==> src/rtl/regset_arbiter_pkg.sv <==
// Shared pipeline definitions for the register-set arbiter: geometry of the
// 64x32 register set and the arbiter state encoding.
package regset_arbiter_pkg;

    localparam int REGSET_DEPTH = 64;
    localparam int ADDR_W       = $clog2(REGSET_DEPTH);
    localparam int DATA_W       = 32;

    typedef logic [2:0] state_t;

    localparam state_t ST_INIT     = 3'd0;
    localparam state_t ST_RUN      = 3'd1;
    localparam state_t ST_RD_ADDR  = 3'd2;
    localparam state_t ST_RD_DATA  = 3'd3;
    localparam state_t ST_WR_FORCE = 3'd4;

endpackage

==> src/rtl/regset_arbiter.sv <==
// Arbitrates the 64x32 register set between the pipeline and a debug port,
// scrubbing the set to zero after reset and bounding debug-write starvation.
module regset_arbiter
    import regset_arbiter_pkg::*;
#(
    parameter int STARVE_MAX = 8
) (
    input  logic              clk,
    input  logic              rstn,

    input  logic              pipe_we,
    input  logic [ADDR_W-1:0] pipe_wa,
    input  logic [DATA_W-1:0] pipe_wd,
    input  logic [ADDR_W-1:0] pipe_ra1,
    input  logic [ADDR_W-1:0] pipe_ra2,
    output logic [DATA_W-1:0] pipe_rd1,
    output logic [DATA_W-1:0] pipe_rd2,
    output logic              pipe_stall,

    input  logic              dbg_req,
    input  logic              dbg_we,
    input  logic [ADDR_W-1:0] dbg_addr,
    input  logic [DATA_W-1:0] dbg_wdata,
    output logic              dbg_ack,
    output logic [DATA_W-1:0] dbg_rdata,

    output logic              init_done,

    output logic              rs_we,
    output logic [ADDR_W-1:0] rs_wa,
    output logic [DATA_W-1:0] rs_wd,
    output logic [ADDR_W-1:0] rs_ra1,
    output logic [ADDR_W-1:0] rs_ra2,
    input  logic [DATA_W-1:0] rs_rd1,
    input  logic [DATA_W-1:0] rs_rd2
);

    localparam int                STARVE_W   = $clog2(STARVE_MAX + 1);
    localparam logic [ADDR_W-1:0] SCRUB_LAST = ADDR_W'(REGSET_DEPTH - 1);

    state_t              state_q, state_d;
    logic [ADDR_W-1:0]   scrub_q, scrub_d;
    logic [STARVE_W-1:0] starve_q, starve_d;
    logic                init_done_q, init_done_d;
    logic [DATA_W-1:0]   dbg_rdata_q, dbg_rdata_d;
    logic                we_int;

    assign pipe_rd1  = rs_rd1;
    assign pipe_rd2  = rs_rd2;
    assign init_done = init_done_q;

    // The scrub drives a write from the INIT state, so the write strobe is
    // masked directly by reset to keep the set untouched while rstn is low.
    assign rs_we = we_int & rstn;

    // NOTE: every signal written here gets a default first, so no path can
    // leave it unassigned and infer a latch.
    always_comb begin
        state_d     = state_q;
        scrub_d     = scrub_q;
        starve_d    = starve_q;
        init_done_d = init_done_q;
        dbg_rdata_d = dbg_rdata_q;
        we_int      = pipe_we;
        rs_wa       = pipe_wa;
        rs_wd       = pipe_wd;
        rs_ra1      = pipe_ra1;
        rs_ra2      = pipe_ra2;
        pipe_stall  = 1'b1;
        dbg_ack     = 1'b0;
        dbg_rdata   = dbg_rdata_q;

        case (state_q)
            ST_INIT: begin
                we_int = 1'b1;
                rs_wa  = scrub_q;
                rs_wd  = '0;
                if (scrub_q == SCRUB_LAST) begin
                    state_d     = ST_RUN;
                    init_done_d = 1'b1;
                end else begin
                    scrub_d = scrub_q + 1'b1;
                end
            end

            ST_RUN: begin
                pipe_stall = 1'b0;
                if (dbg_req && !dbg_we) begin
                    state_d = ST_RD_ADDR;
                end else if (dbg_req && !pipe_we) begin
                    we_int   = 1'b1;
                    rs_wa    = dbg_addr;
                    rs_wd    = dbg_wdata;
                    dbg_ack  = 1'b1;
                    starve_d = '0;
                end else if (dbg_req) begin
                    // Pipeline keeps the port; after STARVE_MAX refusals the
                    // debug write is forced through with the pipeline stalled.
                    starve_d = starve_q + 1'b1;
                    if (starve_d == STARVE_W'(STARVE_MAX)) begin
                        state_d = ST_WR_FORCE;
                    end
                end
            end

            ST_RD_ADDR: begin
                rs_ra2  = dbg_addr;
                state_d = ST_RD_DATA;
            end

            ST_RD_DATA: begin
                dbg_ack     = 1'b1;
                dbg_rdata   = rs_rd2;
                dbg_rdata_d = rs_rd2;
                state_d     = ST_RUN;
            end

            ST_WR_FORCE: begin
                we_int   = 1'b1;
                rs_wa    = dbg_addr;
                rs_wd    = dbg_wdata;
                dbg_ack  = 1'b1;
                starve_d = '0;
                state_d  = ST_RUN;
            end

            default: begin
                state_d = ST_INIT;
            end
        endcase
    end

    // NOTE: state registers use non-blocking assignments so every flop
    // samples its _d value from the same edge.
    always_ff @(posedge clk or negedge rstn) begin
        if (!rstn) begin
            state_q     <= ST_INIT;
            scrub_q     <= ADDR_W'(1);
            starve_q    <= '0;
            init_done_q <= 1'b0;
            dbg_rdata_q <= '0;
        end else begin
            state_q     <= state_d;
            scrub_q     <= scrub_d;
            starve_q    <= starve_d;
            init_done_q <= init_done_d;
            dbg_rdata_q <= dbg_rdata_d;
        end
    end

endmodule

==> config.mk <==
export PLATFORM = sky130hd
export DESIGN_NAME = regset_arbiter
export DESIGN_NICKNAME = d
export VERILOG_FILES = /design/src/rtl/regset_arbiter_pkg.sv /design/src/rtl/regset_arbiter.sv
export SDC_FILE = /design/constraint.sdc
export NUM_CORES = 1
export LEC_CHECK = 0
export BUFFER_PORTS_ARGS = -buffer_cell sky130_fd_sc_hd__buf_4
export CAP_MARGIN = 20
export CORE_AREA = 2 2 118 120
export DETAILED_ROUTE_END_ITERATION = 6
export DIE_AREA = 0 0 120 122
export PLACE_DENSITY = 0.56
export RECOVER_POWER = 25
export SKIP_CTS_REPAIR_TIMING = 1
export SLEW_MARGIN = 15
export SYNTH_ARGS = -nofsm -noshare
export SYNTH_HDL_FRONTEND = slang
export SYNTH_SLANG_ARGS = --single-unit
export TNS_END_PERCENT = 50
==> constraint.sdc <==
create_clock -name clk -period 4 [get_ports clk]
set_clock_uncertainty 0.05 [all_clocks]
set_input_delay 0.4 -clock clk [delete_from_list [all_inputs] [get_ports clk]]
set_output_delay 0.4 -clock clk [all_outputs]
set_load 0.05 [all_outputs]
# After elaboration in Yosys (flattened, before gate mapping)
# Cells that the tools add are included.
dict set report totals {
  reg_bits 46
  latchBits 0
  ram_bits 0
  rom_bits 0
  in_bits 157
  out_inout_bits 150
  elab_cells 58
  n_memories 0
}
dict set report classes {
  addsub 2
  mul 0
  div 0
  order_cmp 0
  eq_ne 12
  shift 0
  muxes 25
  n_bitwise 2
  n_reduce_logical 12
}
# cell n
set ops {}
lappend ops {{two-way mux 32 bit} 3}
lappend ops {{case mux 32 bit (3 select lines)} 1}
lappend ops {{two-way mux 6 bit} 3}
lappend ops {{case mux 6 bit (3 select lines)} 1}
lappend ops {{two-way mux 3 bit} 5}
lappend ops {{two-way mux 4 bit} 3}
lappend ops {{!= test 3 bit (second input constant)} 4}
lappend ops {{case mux 3 bit (4 select lines)} 1}
lappend ops {{case mux 4 bit (2 select lines)} 1}
lappend ops {{adder 6 x 1 -> 6 bit (second input constant)} 1}
lappend ops {{== test 3 x 2 -> 1 bit (second input constant)} 2}
lappend ops {{== test 6 bit (second input constant)} 1}
lappend ops {{two-way mux 1 bit} 5}
lappend ops {{adder 4 x 1 -> 4 bit (second input constant)} 1}
lappend ops {{== test 4 bit (second input constant)} 1}
lappend ops {{!= test 2 bit (second input constant)} 2}
lappend ops {{case mux 1 bit (2 select lines)} 2}
lappend ops {{AND reduction 2 bit} 2}
lappend ops {{AND reduction 4 bit} 1}
lappend ops {{OR reduction 2 bit} 2}
lappend ops {{== test 3 x 1 -> 1 bit (second input constant)} 1}
lappend ops {{== test 3 bit (second input constant)} 1}
lappend ops {{zero test 3 bit} 1}
lappend ops {{AND reduction 3 bit} 1}
lappend ops {{5 further kinds} 7}

# Longest topological paths before layout
dict set report logic_depth {
  word_depth 7
  depth_mapped 7
  ltp_nobuf 5
}

# Least setup slack after synthesis
# No wires, ideal clock.
dict set report synth_timing {
  path_kind {register -> output}
  start {register state_q[2]}
  end {output dbg_ack}
  arrival_ns 1.877
  required_time_ns 3.550
  path_slack_ns 1.673
  stages_incl_launch_ff 4
  path_buffers 0
  cell_sequence {dfrtp_1 and4bb_2 mux2i_1 o21ai_0}
}
dict set report synth_between {
  elab_chain_cells 3
  elab_cells_between_ends 5
  cone_classes {3 x eq/ne; 1 x mux; 1 x reduce/logical}
}
# item line
set synth_lines {}
lappend synth_lines {{start, declared} regset_arbiter.sv:41} ;# state_t state_q, state_d;
lappend synth_lines {{start signal, assigned} regset_arbiter.sv:143} ;# state_q <= state_d;
lappend synth_lines {{== test 3 bit / == test 3 x 2 -> 1 bit (equally long branches)} regset_arbiter.sv:73} ;# case (state_q)
lappend synth_lines {{OR reduction 2 bit (no source line)} n/a}
lappend synth_lines {{case mux 1 bit (2 select lines) *} regset_arbiter.sv:73}
lappend synth_lines {{end, declared} regset_arbiter.sv:24} ;# output logic dbg_ack,
# Every way passes the cells marked *; elsewhere a longest branch is shown, timed or not.

# Final worst setup path
dict set report layout_timing {
  start {register state_q[2]}
  end {output rs_wd[17]}
}
dict set report layout_between {
  elab_chain_cells 2
  elab_cells_between_ends 4
  cone_classes {2 x eq/ne; 1 x mux; 1 x reduce/logical}
}
# item line
set layout_lines {}
lappend layout_lines {{== test 3 bit (tied with other cells)} regset_arbiter.sv:73}
lappend layout_lines {{case mux 32 bit (3 select lines) *} regset_arbiter.sv:73}
lappend layout_lines {{end, declared} regset_arbiter.sv:31} ;# output logic [DATA_W-1:0] rs_wd,
# Marked as above.

==> tab_implementation.tex <==
\begin{tabular}{lr}
\hline
Metric & Value \\
\hline
\multicolumn{2}{l}{\textbf{Floorplanning}} \\
Vertical die dimension & 122 um \\
Horizontal extent of the die & 120 um \\
Rows & 43 \\
Boundary Pins & 307 \\
Effective utilization at floorplan & 22.5\% \\
Total core area & about 14,000 um\^{}2 \\
Die footprint & around 15,000 um\^{}2 \\
\multicolumn{2}{l}{\textbf{STA}} \\
Worst Hold Slack & $\sim$0.072 ns \\
Number of failing setup endpoints in the final timing report & 0 \\
Slew at the pin with the worst max-slew slack & 0.891 ns \\
Relative slew slack & around two fifths \\
Slew Viols, Final & 0 \\
Hold violation total from the final report & 0 \\
Final critical-path share of the clock period & 73.2\% \\
Final TNS setup & 0 ns \\
Shortest period the worst path allows & 2.93 ns \\
F\_max & 342 MHz \\
Setup repair after global routing missed its margin & false \\
\multicolumn{2}{l}{\textbf{Placement}} \\
Post-DP HPWL & roughly 9000 um \\
Global placer's final weighted congestion & between 0.9 and 1 \\
Number of buffers added on ports & 230 \\
Cell total after placement & 613 \\
\multicolumn{2}{l}{\textbf{Worst hold path}} \\
Hold WC Path Type & input pin to asynchronous set/reset pin \\
\multicolumn{2}{l}{\textbf{Worst setup path}} \\
Critical path required time & 3.55 ns \\
Startpoint of the worst-slack reg-to-reg timing path & state\_q[2]\$\_DFFE\_PN0P\_ \\
WS Path Type & flip-flop to output pin \\
Reg-to-reg endpoint & dbg\_rdata\_q[7]\$\_DFF\_PN0\_ \\
Number of cell instances on the worst register-to-register path & 4 \\
Type of origin of the critical path & flip-flop \\
CP endpoint kind & output pin \\
R2R setup slack & 2.03 ns \\
CP Data Arrival Time & $\sim$2.5 ns \\
Maximum fanout along the worst path & 23 \\
\multicolumn{2}{l}{\textbf{Synth}} \\
Mean instance size in the synthesized netlist & 10.7 um\^{}2 \\
Primary flip-flop cell chosen by synthesis mapping & sky130\_fd\_sc\_hd\_\_dfrtp\_1 \\
Number of enable-type register cells in the synthesized netlist & 0 \\
Yosys Warn Count & 0 \\
Synth cell types & 40 \\
Fraction of registers with async set/reset & 100\% \\
Number of synthesized register bits & 46 \\
Cell count after synthesis & 285 \\
Sequential area share after synthesis & 37.9\% \\
Post-Syn Area & 3040 um\^{}2 \\
Synth Net Count & 444 \\
\multicolumn{2}{l}{\textbf{CTS}} \\
H-tree levels & 2 \\
Number of buffers on the longest clock path & 2 \\
TritonCTS clock tree & done \\
Num CTS Buffers & 5 \\
CTS Sinks & between 40 and 50 \\
Clock slew seen by the registers of the worst setup and hold paths & 0.06 ns \\
Clock insertion delay at the later pin of the skew report & 0.29 ns \\
Root buffer cell & sky130\_fd\_sc\_hd\_\_clkbuf\_16 \\
\multicolumn{2}{l}{\textbf{Route}} \\
DRC violations left & 0 \\
Detail-routed net length per standard cell & around 18 um \\
Post-route ant nets & 0 \\
Wire length after detailed routing & 11,100 um \\
DRC marker count from the first detailed-route iteration & roughly 100 \\
Vias after detailed routing & 2,824 \\
Vias per cell & about 4.5 \\
Router iterations before antenna repair & 4 \\
\multicolumn{2}{l}{\textbf{Layout}} \\
Non-Filler Instances & 621 \\
Total Nets Final & 599 \\
Final core utilization & 34.0\% \\
Synth-to-layout area growth & 50.9\% \\
Antenna fix cells & 0 \\
Layout cells sized above 1 & 65.1\% \\
Number of fill cells in the layout & $\sim$1,400 \\
\multicolumn{2}{l}{\textbf{Global routing}} \\
Global-route usage over all layers & 14.4\% \\
First-pass GRT wire length & 16,200 um \\
Pin count of the biggest net entering global routing & 48 \\
Vias in the first global route & $\sim$2,900 \\
GR Overflow Total & 0 \\
Number of antenna violations at the first check in global routing & 0 \\
\multicolumn{2}{l}{\textbf{Power}} \\
Peak ir drop on the vdd network & 0.000544 V \\
Final Total Pwr & between 4 and 5 mW \\
Leakage power figure & 2.30 nW \\
Power density of the placed cells & 989 nW/um\^{}2 \\
\multicolumn{2}{l}{\textbf{Run}} \\
Number of maximum-capacitance violations & 0 \\
\multicolumn{2}{l}{\textbf{Status}} \\
Run status & finished, final reports clean \\
\hline
\end{tabular}
[where the power goes]
group	leakage, nW	total (mW)	switching (mW)	internal (mW)
Clock	0.0842	0.478	0.182	0.296
Combinational	1.67	3.26	2.20	1.06
Sequential	0.549	0.806	0.117	0.689
Total	2.30	4.54	2.50	2.04
[cell usage after synthesis, types with 4 or more instances]
cell	instances	share of area, %
sky130_fd_sc_hd__nor2b_1	4	0.82
sky130_fd_sc_hd__buf_2	9	1.5
sky130_fd_sc_hd__mux2i_1	6	2.0
sky130_fd_sc_hd__xor2_1	4	1.2
sky130_fd_sc_hd__a221o_1	5	1.6
sky130_fd_sc_hd__nand3_1	6	0.99
sky130_fd_sc_hd__dfrtp_1	45	37
sky130_fd_sc_hd__a22o_1	32	9.2
sky130_fd_sc_hd__nor2_1	9	1.1
sky130_fd_sc_hd__buf_4	70	17
sky130_fd_sc_hd__a21oi_1	4	0.66
sky130_fd_sc_hd__o21ai_0	4	0.66
sky130_fd_sc_hd__nand2_1	8	0.99
sky130_fd_sc_hd__mux2_2	40	15
sky130_fd_sc_hd__inv_1	4	0.49
[worst max-delay path by stage]
stage,cells past startpoint,start,to,slack [ns]
detailed placement,6,state_q[2]$_DFFE_PN0P_,rs_wd[17],1.40
floorplan,3,state_q[2]$_DFFE_PN0P_,dbg_ack,1.67
CTS,6,state_q[2]$_DFFE_PN0P_,rs_wd[17],1.06
global route,6,state_q[2]$_DFFE_PN0P_,rs_wd[17],0.91
finish,6,state_q[2]$_DFFE_PN0P_,rs_wd[17],1.07
global placement,5,state_q[2]$_DFFE_PN0P_,rs_wd[4],1.05
[metal layers]
metal  global-route usage [%]  routed length, um
met1                     16.9               4280
met2                     24.6               5450
met3                     5.57               1270
met4                     3.82                123
met5                        0                  0
[sequential cells by signal, indices dropped and copies added, names as in the netlist]
name and count:
starve_q 4, init_done 1, state_q 3, dbg_rdata_q 32, scrub_q 6
[layout by cell type, fill, tap and decap left out, drive strengths merged, types with 5 or more instances in the layout]
cell type / n
mux2: 40
a221o: 5
dfrtp: 45
buf: 233
clkbuf: 5
nand2: 8
mux2i: 6
a22o: 32
nand3: 6
nor2: 9
inv: 5
[area by class of cell]
type | instances | area (um^2) | share of cell area [%]
clock buffers | 5 | 125 | 2.72
clock inverters | 3 | 43.8 | 0.954
inverters | 4 | 15.0 | 0.327
multi-input cells | 150 | 1270 | 27.7
flip-flops and latches | 46 | 1150 | 25.1
well taps | 180 | 225 | 4.90
repair buffers | 233 | 1760 | 38.3
[critical path, stage by stage (launching register included)]
cell and delay, ns:
sky130_fd_sc_hd__dfrtp_1 0.58, sky130_fd_sc_hd__and4bb_2 0.43, sky130_fd_sc_hd__mux2i_1 0.11, sky130_fd_sc_hd__nor2_2 0.42
sky130_fd_sc_hd__buf_8 0.24, sky130_fd_sc_hd__a22o_1 0.18, sky130_fd_sc_hd__buf_4 0.21
[stage by stage]
step,instance area (um^2),setup WS (ns)
floorplan,3040,1.67
global placement,4410,1.05
detailed placement,4420,1.40
CTS,4590,1.06
finish,4590,1.07
global route,4590,0.908
[logic make-up (layout without fill, tap and decap cells)]
kind of cell,count (synthesis),in the layout,share of synthesized area [%]
fa+ha+maj,2,2,0.822
flops,46,46,37.9
xor+xnor,5,5,1.44
compound gates,57,57,15.6
buf+inv,89,245,20.5
mux,46,46,16.8
simple gates,40,40,6.99
Note: power is estimated with default switching activity, not from simulation.
